===== config.mk =====
export PLATFORM = sky130hd
export DESIGN_NAME = lcd_text_frame_flat
export DESIGN_NICKNAME = d
export VERILOG_FILES = /design/src/rtl/lcd_text_frame_pkg.sv /design/src/rtl/lcd_text_frame_if.sv /design/src/rtl/lcd_text_frame_hex_to_ascii.sv /design/src/rtl/lcd_text_frame.sv /design/src/flat_wrapper.sv
export SDC_FILE = /design/constraint.sdc
export NUM_CORES = 1
export LEC_CHECK = 0
export BUFFER_PORTS_ARGS = -buffer_cell sky130_fd_sc_hd__buf_4
export CORE_MARGIN = 2
export CORE_UTILIZATION = 55
export DETAILED_ROUTE_END_ITERATION = 8
export PLACE_DENSITY = 0.73
export SLEW_MARGIN = 20
export SYNTH_ARGS = -nofsm -noshare
export SYNTH_HDL_FRONTEND = slang
export SYNTH_SLANG_ARGS = --single-unit

===== constraint.sdc =====
create_clock -name clk -period 4.7 [get_ports clk]
set_clock_uncertainty 0.2 [all_clocks]
set_input_delay 0.94 -clock clk [delete_from_list [all_inputs] [get_ports clk]]
set_output_delay 0.94 -clock clk [all_outputs]
set_load 0.1 [all_outputs]

===== src/rtl/lcd_text_frame_pkg.sv =====
// Shared constants, FSM state type and reset-frame helper for the LCD text frame feeder.
package lcd_pkg;

    localparam int FRAME_LEN = 32;
    localparam int LINE_LEN  = 16;

    localparam logic [7:0] ASCII_SPACE = 8'h20;
    localparam logic [7:0] ASCII_COLON = 8'h3A;
    localparam logic [7:0] GLYPH0      = 8'h00;

    typedef enum logic [1:0] {
        IDLE = 2'd0,
        FILL = 2'd1,
        SWAP = 2'd2
    } state_t;

    // Character held at a position before any frame has been published.
    function automatic logic [7:0] reset_char(input logic [4:0] pos, input bit glyph_en);
        return (pos == 5'd15 && glyph_en) ? GLYPH0 : ASCII_SPACE;
    endfunction

endpackage


===== src/rtl/lcd_text_frame_if.sv =====
// Request/readout bundle between the LCD controller side and the text frame feeder.
interface lcd_text_frame_if;
    logic        load;
    logic [31:0] a_val;
    logic [31:0] b_val;
    logic [4:0]  sel;
    logic [7:0]  dd_data;
    logic        busy;
    logic        done;
    logic [7:0]  frame_count;

    modport master (
        output load, a_val, b_val, sel,
        input  dd_data, busy, done, frame_count
    );

    modport slave (
        input  load, a_val, b_val, sel,
        output dd_data, busy, done, frame_count
    );
endinterface


===== src/rtl/lcd_text_frame_hex_to_ascii.sv =====
// Nibble to uppercase hex ASCII digit, purely combinational.
module hex_to_ascii (
    input  logic [3:0] nibble_i,
    output logic [7:0] ascii_o
);
    always_comb begin
        ascii_o = (nibble_i < 4'd10) ? (8'h30 + {4'h0, nibble_i})
                                     : (8'h37 + {4'h0, nibble_i});
    end
endmodule


===== src/rtl/lcd_text_frame.sv =====
// Double-buffered 32-character hex debug frame for the LCD controller.
// state | meaning
// IDLE  | active bank stable, waiting for load
// FILL  | writing one character per cycle into the shadow bank, idx 0..31
// SWAP  | publish shadow bank, then restart if a load is waiting
module lcd_text_frame
    import lcd_pkg::*;
#(
    parameter logic [7:0] PREFIX_A = 8'h41,
    parameter logic [7:0] PREFIX_B = 8'h42,
    parameter bit         GLYPH_EN = 1'b1
) (
    input logic              clk,
    input logic              rst_n,
    lcd_text_frame_if.slave  bus
);

    state_t      state_q, state_d;
    logic [4:0]  idx_q, idx_d;
    logic        active_q, active_d;
    logic        pending_q, pending_d;
    logic        done_q, done_d;
    logic [7:0]  count_q, count_d;
    logic [31:0] a_q, a_d, b_q, b_d;
    logic [31:0] pa_q, pa_d, pb_q, pb_d;

    logic [7:0]  bank0_q [FRAME_LEN];
    logic [7:0]  bank1_q [FRAME_LEN];

    logic        wr_en;
    logic [7:0]  wr_char;
    logic        line2;
    logic [3:0]  col;
    logic [31:0] val_sel;
    logic [2:0]  nib_sel;
    logic [3:0]  nibble;
    logic [7:0]  nib_ascii;

    assign line2   = (idx_q >= 5'(LINE_LEN));
    assign col     = idx_q[3:0];
    assign val_sel = line2 ? b_q : a_q;
    assign nib_sel = 3'(col - 4'd2);
    // Column 2 shows bits [31:28]; ~nib_sel is 7 - nib_sel.
    assign nibble  = val_sel[{~nib_sel, 2'b00} +: 4];

    hex_to_ascii u_hex (
        .nibble_i (nibble),
        .ascii_o  (nib_ascii)
    );

    always_comb begin
        wr_char = ASCII_SPACE;
        if (col == 4'd0) begin
            wr_char = line2 ? PREFIX_B : PREFIX_A;
        end else if (col == 4'd1) begin
            wr_char = ASCII_COLON;
        end else if (col <= 4'd9) begin
            wr_char = nib_ascii;
        end else if (idx_q == 5'd15 && GLYPH_EN) begin
            wr_char = GLYPH0;
        end
    end

    always_comb begin
        state_d   = state_q;
        idx_d     = idx_q;
        active_d  = active_q;
        pending_d = pending_q;
        done_d    = 1'b0;
        count_d   = count_q;
        a_d       = a_q;
        b_d       = b_q;
        pa_d      = pa_q;
        pb_d      = pb_q;
        wr_en     = 1'b0;
        unique case (state_q)
            IDLE: begin
                if (bus.load) begin
                    a_d     = bus.a_val;
                    b_d     = bus.b_val;
                    idx_d   = 5'd0;
                    state_d = FILL;
                end
            end
            FILL: begin
                wr_en = 1'b1;
                idx_d = idx_q + 5'd1;
                if (idx_q == 5'(FRAME_LEN - 1)) state_d = SWAP;
                if (bus.load) begin
                    pending_d = 1'b1;
                    pa_d      = bus.a_val;
                    pb_d      = bus.b_val;
                end
            end
            SWAP: begin
                active_d  = ~active_q;
                done_d    = 1'b1;
                count_d   = count_q + 8'd1;
                pending_d = 1'b0;
                idx_d     = 5'd0;
                if (bus.load) begin
                    a_d     = bus.a_val;
                    b_d     = bus.b_val;
                    state_d = FILL;
                end else if (pending_q) begin
                    a_d     = pa_q;
                    b_d     = pb_q;
                    state_d = FILL;
                end else begin
                    state_d = IDLE;
                end
            end
            default: state_d = IDLE;
        endcase
    end

    always_ff @(posedge clk or negedge rst_n) begin
        if (!rst_n) begin
            state_q   <= IDLE;
            idx_q     <= 5'd0;
            active_q  <= 1'b0;
            pending_q <= 1'b0;
            done_q    <= 1'b0;
            count_q   <= 8'd0;
            a_q       <= 32'd0;
            b_q       <= 32'd0;
            pa_q      <= 32'd0;
            pb_q      <= 32'd0;
        end else begin
            state_q   <= state_d;
            idx_q     <= idx_d;
            active_q  <= active_d;
            pending_q <= pending_d;
            done_q    <= done_d;
            count_q   <= count_d;
            a_q       <= a_d;
            b_q       <= b_d;
            pa_q      <= pa_d;
            pb_q      <= pb_d;
        end
    end

    // Only the shadow bank is ever written, so the displayed bank cannot tear.
    always_ff @(posedge clk or negedge rst_n) begin
        if (!rst_n) begin
            for (int i = 0; i < FRAME_LEN; i++) begin
                bank0_q[i] <= reset_char(5'(i), GLYPH_EN);
                bank1_q[i] <= reset_char(5'(i), GLYPH_EN);
            end
        end else if (wr_en) begin
            if (active_q) bank0_q[idx_q] <= wr_char;
            else          bank1_q[idx_q] <= wr_char;
        end
    end

    assign bus.dd_data     = active_q ? bank1_q[bus.sel] : bank0_q[bus.sel];
    assign bus.busy        = (state_q != IDLE);
    assign bus.done        = done_q;
    assign bus.frame_count = count_q;

endmodule


===== src/flat_wrapper.sv =====
// flat-port wrapper written by rule: the top's interface ports become plain ports
module lcd_text_frame_flat import lcd_pkg::*;
#(
    parameter logic [7:0] PREFIX_A = 8'h41,
    parameter logic [7:0] PREFIX_B = 8'h42,
    parameter bit         GLYPH_EN = 1'b1
)
  (clk, rst_n, bus_load, bus_a_val, bus_b_val, bus_sel, bus_dd_data, bus_busy, bus_done, bus_frame_count);
  lcd_text_frame_if bus_i ();
  input logic clk;
  input logic rst_n;
  input wire logic [$bits(bus_i.load)-1:0] bus_load;
  input wire logic [$bits(bus_i.a_val)-1:0] bus_a_val;
  input wire logic [$bits(bus_i.b_val)-1:0] bus_b_val;
  input wire logic [$bits(bus_i.sel)-1:0] bus_sel;
  output wire logic [$bits(bus_i.dd_data)-1:0] bus_dd_data;
  output wire logic [$bits(bus_i.busy)-1:0] bus_busy;
  output wire logic [$bits(bus_i.done)-1:0] bus_done;
  output wire logic [$bits(bus_i.frame_count)-1:0] bus_frame_count;
  assign bus_i.load = bus_load;
  assign bus_i.a_val = bus_a_val;
  assign bus_i.b_val = bus_b_val;
  assign bus_i.sel = bus_sel;
  assign bus_dd_data = bus_i.dd_data;
  assign bus_busy = bus_i.busy;
  assign bus_done = bus_i.done;
  assign bus_frame_count = bus_i.frame_count;
  lcd_text_frame #(.PREFIX_A(PREFIX_A), .PREFIX_B(PREFIX_B), .GLYPH_EN(GLYPH_EN)) u_core (.clk(clk), .rst_n(rst_n), .bus(bus_i));
endmodule

# Word level (Yosys, flattened, before mapping)
# Index checks and enable logic that the tools add are counted.
dict set report classes {
  add_sub_neg 5
  n_reduce_logical 14
  n_shift 1
  magnitude_cmp 6
  bitwise_logic 4
  eq_ne 9
  muxes 37
}
# op n
set ops {}
lappend ops {{$bwmux 256} 2}
lappend ops {{$mux 32} 7}
lappend ops {{$pmux 32 s2} 2}
lappend ops {{$bmux 8 s5} 2}
lappend ops {{$mux 8} 9}
lappend ops {{$demux 8 s5} 1}
lappend ops {{$shiftx 32x6->4} 1}
lappend ops {{$pmux 5 s3} 1}
lappend ops {{$add 6x4->7 const A} 2}
lappend ops {{$ge 6x6->1 const B} 2}
lappend ops {{$not 5->6} 2}
lappend ops {{$reduce_and 2->1} 6}
lappend ops {{$add 8x1->8 const B} 1}
lappend ops {{$mux 2} 4}
lappend ops {{$mux 7} 1}
lappend ops {{$lt 6x1->1 const B} 1}
lappend ops {{$mux 6} 1}
lappend ops {{$pmux 2 s3} 1}
lappend ops {{$reduce_bool 2->1} 3}
lappend ops {{$add 5x1->5 const B} 1}
lappend ops {{$eq 5x4->1 const B} 1}
lappend ops {{$eq 5x5->1 const B} 1}
lappend ops {{$ge 5x5->1 const B} 1}
lappend ops {{$mux 5} 1}
lappend ops {{other kinds (18)} 22}
dict set report word_totals {
  register_bits 658
  out_inout_bits 18
  in_bits 72
  elab_cells 150
}

# Longest topological paths before layout
# Gate-level depths: netlist (run 1).
dict set report logic_depth {
  word_depth 9
  ltp_mapped 12
  depth_no_buf 10
}

# By module
# A second synthesis (run 1) with hierarchy kept.
dict set report unflattened {
  hier_cells 2407
  area_unflattened_um2 28761.3
}
# mod area_each_um2 seq_area_each_um2 instances cells_per_inst
set by_module_without_submodules {}
lappend by_module_without_submodules {lcd_text_frame 28656.2 16543.4 1 2391}
lappend by_module_without_submodules {hex_to_ascii 105.1 0.0 1 16}

# Least setup slack after synthesis (run 1)
# Ideal clock, no wire load.
dict set report synth_timing {
  path_type {input-to-output}
  startpoint {input port bus_sel[0]}
  endpoint {output port bus_dd_data[0]}
  path_stages 5
  slack_ns 0.218
  required_ns 3.560
  n_path_buf 2
  arrival_time_ns 3.342
  path_cell_list {clkbuf_1 -> buf_1 -> mux4_2 -> mux4_2 -> mux4_2}
}
dict set report synth_via {
  elab_chain_len 5
  elab_cells_between_ends 8
  classes_between {mux: 7; bitwise: 1}
}
# item line
set synth_lines {}
lappend synth_lines {{from (decl)} flat_wrapper.sv:15} ;# input wire logic [$bits(bus_i.sel)-1:0] bus_sel;
lappend synth_lines {{$not 5->6 (not written as such) (*)} lcd_text_frame.sv:156} ;# assign bus.dd_data = active_q ? bank1_q[bus.sel] : bank0_q[bus.sel];
lappend synth_lines {{$bmux 8 s5} lcd_text_frame.sv:156}
lappend synth_lines {{$mux 8 (not written as such) (2 in series)} lcd_text_frame.sv:156}
lappend synth_lines {{$mux 8 (*)} lcd_text_frame.sv:156}
lappend synth_lines {{to (decl)} flat_wrapper.sv:16} ;# output wire logic [$bits(bus_i.dd_data)-1:0] bus_dd_data;
# Every way passes the cells marked *; elsewhere a longest branch is shown, timed or not. The select of a mux whose other input is x is not followed.

# Final worst setup path (run 1)
# Same ends and word-level chain as after synthesis.

==> results of run 1 <==
logic make-up after synthesis:
group,synth area share [%]
AOI/OAI and AO/OA,8.26
xor gates and xnor gates,0.370
adders and majority gates,0.475
buffers and inverters,2.74
DFF,56.7
muxes,20.6
other,0.0142
and+or+nand+nor,10.8
sequential cells by signal, summed over array words and instances, names as in the netlist:
signal and flops:
u_core.a_q 32, u_core.active_q 1, u_core.b_q 32, u_core.bank0_q 224, u_core.bank1_q 224, u_core.bus.done 1, u_core.bus.frame_count 8, u_core.idx_q 5
u_core.pa_q 32, u_core.pb_q 32, u_core.pending_q 1, u_core.state_q 2
per-layer routing:
layer	vias up	routed length, um
li1	7599	-
met1	8758	27100
met2	701	29800
met3	139	4720
met4	0	2440
met5	-	0
Yosys cell counts, drive strengths merged, types with 21 or more instances:
cell type    n
mux2        92
nand2      391
nor2        34
dfrtp      532
o31ai       69
and2        58
o21ai      275
nor2b       81
mux2i       73
nand3       21
mux4       163
clkbuf     114
dfstp       62
buf         45
area by class of cell:
type,instances,area (um2),share of cell area (%)
inverters,14,52.6,0.177
well taps,615,769,2.59
flip-flops and latches,594,14900,50.2
clock inverters,24,206,0.694
multi-input cells,1360,10800,36.2
clock buffers,87,1830,6.15
repair buffers,133,1180,3.97
worst min-delay path by stage:
| stage | from | endpoint | slack (ns) |
|---|---|---|---|
| floorplan | u_core.bank0_q[113] | u_core.bank0_q[113] | 0.23 |
| global placement | u_core.bank0_q[126] | u_core.bank0_q[126] | 0.25 |
| detailed placement | u_core.bank1_q[121] | u_core.bank1_q[121] | 0.25 |
| CTS | rst_n | u_core.bank1_q[218] | 0.22 |
| global route | rst_n | u_core.bank1_q[218] | 0.28 |
| finish | rst_n | u_core.bank1_q[250] | 0.22 |
worst register-to-register path, stage by stage (launching register included):
cell and delay [ns]:
dfrtp_1 0.90, buf_4 0.30, mux4_2 0.53, nand2_1 0.11, nand4_1 0.19, inv_1 0.14
ha_1 0.20, a41oi_1 0.09, o2111ai_4 0.49, nand2_2 0.41, mux2_2 0.40
power by group:
part / leakage [nW] / internal (mW) / total, mW / switching, mW
Clock: 1.00 / 2.81 / 4.83 / 2.02
Combinational: 4.35 / 1.96 / 5.84 / 3.89
Sequential: 7.66 / 6.29 / 7.02 / 0.730
Total: 13.0 / 11.1 / 17.7 / 6.64
metrics by stage:
step	setup WS, ns	utilization [%]	power [mW]
after floorplan	0.218	-	10.8
after global placement	0.229	58.2	12.6
after detailed placement	0.210	58.2	12.9
after CTS	0.188	62.5	17.7
after global routing	0.145	62.6	18.6
final	0.209	62.6	17.7
==> qor.csv, run 1 <==
metric;value;unit
Peak VDD IR;696;uV
GRT Residual Overflow;0;
most common cell after layout, fill and taps aside;dfrtp_1;
synth-to-layout area growth;12.8;%
CTS Sinks;594;
Max-Cap Viols;0;
clk root buf;clkbuf_16;
ANT nets after route;0;
Fillers;3548;
WL/cell;22.7;um
Clock Latency Late Sink;0.63;ns
Slew Limit Fails;0;
initial antenna violation count;1;
Synth Instances;2127;
flops & latches, synth;594;
Top delay family on crit path;multiplexers;
critical path's slowest cell;mux4_2;
Initial DRC Count;1700;
FMAX;223;MHz
die height;223;um
synth top area cells;dfrtp_1 50%, mux4_2 14%, dfstp_2 6.2%, nand2_1 5.6%, o21ai_0 5.1%;
Residual DRC;0;
Buf/Inv on CP;3;
final setup violation count;0;
cell breakdown of the critical path;buf_6 -> buf_12 -> mux4_2 -> mux4_2 -> mux4_2 -> buf_4;
starting density of the core;55.5;%
largest net degree at the start of global routing;130;
crit-path max cell delay;0.57;ns
Site Rows;80;
final count of hold timing violations;0;
Vias/cell;6.08;
Layout Nets;2244;
Worst Hold Class;in2async;
Die Wd;223;um
PwrDens;595;nW/um2
CP max FO;37;
syn nets;2209;
first-pass GRT wire length;103;mm
Vias;17200;
CTS Buf Count;59;
Synth Area per Inst;12.4;um2
Synth Flop Type;dfrtp_1;
sequential area share after synthesis;56.7;%
min cycle time layout;4.49;ns
FF-to-FF Start;u_core.idx_q[4];
vias in the first global route;17600;
Crit path depth;6;
gr usage total;26.7;%
met1 Track Usage GR;37.9;%
worst rel slew slack;31.1;%
TritonRoute pass-1 iters;6;
R2R Path End;u_core.bank1_q[110];
crit path launch type;input pin;
Mapped Area;26400;um2
Synth area leader;dfrtp_1;
Tcrit/Tclk final;95.6;%
Post-synth EDFFs;0;
CTS tree;done;
CORE AREA;47500;um2
Req. time, crit path;3.56;ns
M2 GR Usage;41.5;%
Syn. warnings;0;
RSZ-0062 raised after global routing;false;
cell count after placement;2715;
M3 GR Usage;4.98;%
Crit. End Element;output port;
Hold-fix buffers, CTS;0;
Yosys cell types;52;
CP Class;in2out;
# diodes;0;
crit path DAT;3.35;ns
most frequent cells in the layout;532 x dfrtp_1, 389 x nand2_1, 269 x o21ai_0, 163 x mux4_2, 118 x buf_4;
Post-DP HPWL;42.6;mm
Worst R2R Path Depth;10;
I/O Pins;90;
H-tree level count;2;
Leakage;13.0;nW
post-CTS setup buffer count;0;
run status;complete, no violations;
Final Non-Filler Cells;2827;
Worst-path clk slew;0.06;ns
reg2reg setup slack;0.62;ns
Yosys top cell area share;50.5;%
Sum Neg Setup Slack;0;ns
fin area;29700;um2
# resized after CTS;0;
Bufs on Longest Clock Path;3;
Routability Congestion;0.879;
area of the die;49700;um2
asr flop ratio synth;100;%
Most Used Layer, Global Route;met2;
most frequent CP cell;mux4_2;
Worst Setup EP;bus_dd_data[0];
layout cells sized above 1;25.6;%
Worst Tran Pin Value;1.03;ns
Min Hold Slack;0.217;ns
PortBufs;88;
Crit. Startpoint;bus_sel[0];
final wirelength;64.1;mm
Placed Area;27700;um2
No activity file was read; power rests on OpenSTA's default activity.
==> run 2, diff against run 1 <==
--- a/config.mk
+++ b/config.mk
@@ -9,7 +9,7 @@
 export CORE_MARGIN = 2
 export CORE_UTILIZATION = 55
 export DETAILED_ROUTE_END_ITERATION = 8
-export PLACE_DENSITY = 0.73
+export PLACE_DENSITY = 0.72
 export SLEW_MARGIN = 20
 export SYNTH_ARGS = -nofsm -noshare
 export SYNTH_HDL_FRONTEND = slang
==> qor.csv, run 2 (synthesized netlist as in run 1, its figures left out) <==
metric;value;unit;change
area of the die;49700;um2;unchanged
Routability Congestion;0.876;;was 0.879
crit path launch type;input pin;;unchanged
ANT nets after route;0;;unchanged
Sum Neg Setup Slack;0;ns;unchanged
initial antenna violation count;5;;was 1
M3 GR Usage;5.35;%;was 4.98%
Worst Hold Class;in2async;;unchanged
PortBufs;88;;unchanged
Hold-fix buffers, CTS;0;;unchanged
# resized after CTS;0;;unchanged
Net Sw Power;6.74;mW;was 6.64 mW
final count of hold timing violations;0;;unchanged
Vias/cell;6.09;;was 6.08
Bufs on Longest Clock Path;3;;unchanged
final setup violation count;0;;unchanged
TritonRoute pass-1 iters;6;;unchanged
Die Wd;223;um;unchanged
die height;223;um;unchanged
clk root buf;clkbuf_16;;unchanged
CP max FO;17;;was 37
dpl ws;0.177;ns;was 0.210 ns
I/O Pins;90;;unchanged
Worst Tran Pin Value;0.908;ns;was 1.03 ns
CTS Sinks;594;;unchanged
total power;18.2;mW;was 17.7 mW
Internal;11.4;mW;was 11.1 mW
final wirelength;65.4;mm;was 64.1 mm
Worst-path clk slew;0.06;ns;about the same
worst rel slew slack;39.4;%;was 31.1%
CP Class;in2out;;unchanged
Tcrit/Tclk final;96.8;%;was 95.6%
CTS Buf Count;60;;was 59
run status;complete, no violations;;unchanged
Fillers;3544;;was 3,548
post-CTS setup buffer count;0;;unchanged
Peak VDD IR;735;uV;was 696 uV
Site Rows;80;;unchanged
met1 Track Usage GR;38.0;%;was 37.9%
Clk pwr share;28.4;%;was 27.3%
synth-to-layout area growth;13.5;%;was 12.8%
Crit. End Element;output port;;unchanged
first-pass GRT wire length;104;mm;was 103 mm
min cycle time layout;4.55;ns;was 4.49 ns
H-tree level count;2;;unchanged
GRT Residual Overflow;0;;unchanged
Slew Limit Fails;0;;unchanged
starting density of the core;55.5;%;unchanged
M2 GR Usage;42.5;%;was 41.5%
Vias;17300;;was 17.2k
combinational power share;32.9;%;was 33.0%
most common cell after layout, fill and taps aside;dfrtp_1;;unchanged
PwrDens;607;nW/um2;was 595 nW/um2
vias in the first global route;17800;;was 17.6k
most frequent cells in the layout;532 x dfrtp_1, 389 x nand2_1, 269 x o21ai_0, 163 x mux4_2, 123 x buf_4;;was 532 x dfrtp_1, 389 x nand2_1, 269 x o21ai_0, 163 x mux4_2, 118 x buf_4
PnR worst setup slack;0.150;ns;was 0.209 ns
sw frac;37.1;%;was 37.5%
CORE AREA;47500;um2;unchanged
CTS tree;done;;unchanged
Flop pwr share;38.7;%;was 39.7%
crit path DAT;3.41;ns;was 3.35 ns
Clock Latency Late Sink;0.61;ns;was 0.63 ns
Initial DRC Count;1463;;was 1,700
Residual DRC;0;;unchanged
WL/cell;23.1;um;was 22.7 um
Most Used Layer, Global Route;met2;;unchanged
Largest regs;u_core.bank0_q x224, u_core.bank1_q x224;;unchanged
Layout Nets;2252;;was 2,244
Leakage;13.1;nW;was 13.0 nW
Req. time, crit path;3.56;ns;about the same
FMAX;220;MHz;was 223 MHz
Max-Cap Viols;0;;unchanged
gr usage total;27.3;%;was 26.7%
largest net degree at the start of global routing;130;;unchanged
layout cells sized above 1;26.0;%;was 25.6%
Post-DP HPWL;43.1;mm;was 42.6 mm
RSZ-0062 raised after global routing;false;;unchanged
# diodes;0;;unchanged
-- run 2: routing by layer --
layer | vias to the layer above | share of wire, % | wire (um)
li1 | 7611 | - | -
met1 | 8843 | 42 | 27300
met2 | 625 | 47 | 30600
met3 | 172 | 7.2 | 4700
met4 | 8 | 4.2 | 2770
met5 | - | 0.081 | 53
-- run 2: final timing paths --
kind | from | endpoint | slack, ns | cells past startpoint
min in group clk | u_core.bank1_q[126] | u_core.bank1_q[126] | 0.26 | 1
setup reg to reg | u_core.idx_q[4] | u_core.bank0_q[110] | 0.76 | 11
max in group asynchronous | rst_n | u_core.pb_q[14] | 3.02 | 2
setup / recovery | bus_sel[0] | bus_dd_data[3] | 0.15 | 6
hold / removal | rst_n | u_core.bank1_q[211] | 0.11 | 1
hold reg to reg | u_core.bank1_q[126] | u_core.bank1_q[126] | 0.26 | 1
-- run 2: area by class of cell --
| type | instances | area [um2] | area share [%] |
|---|---|---|---|
| Clock buffer | 82 | 1740 | 5.80 |
| Clock inverter | 30 | 419 | 1.40 |
| Inverter | 14 | 52.6 | 0.176 |
| Multi-Input combinational cell | 1360 | 10800 | 35.9 |
| Sequential cell | 594 | 14900 | 49.9 |
| Tap cell | 615 | 769 | 2.57 |
| Timing Repair Buffer | 140 | 1260 | 4.20 |
-- run 2: metrics by stage --
step	cell area, um2	util (%)	hold WS (ns)	std cells
floorplan	26400	-	0.229	2127
global placement	27800	58.4	0.256	2722
detailed placement	27800	58.4	0.254	2722
CTS	29900	62.9	0.145	2834
global route	29900	63.0	0.176	2835
finish	29900	63.0	0.111	2835
-- run 2: critical path: stages --
cell	delay (ns)
buf_6	0.27
buf_4	0.30
mux4_2	0.54
mux4_2	0.57
mux4_2	0.52
buf_4	0.25
-- run 2: power by group through the flow --
stage	registers [mW]	logic (mW)	clock network [mW]
after CTS	7.02	5.94	5.23
after floorplan	6.75	4.09	0
after global routing	7.15	6.45	5.43
final	7.04	5.98	5.15
after global placement	7.06	5.74	0
after detailed placement	7.09	5.92	0
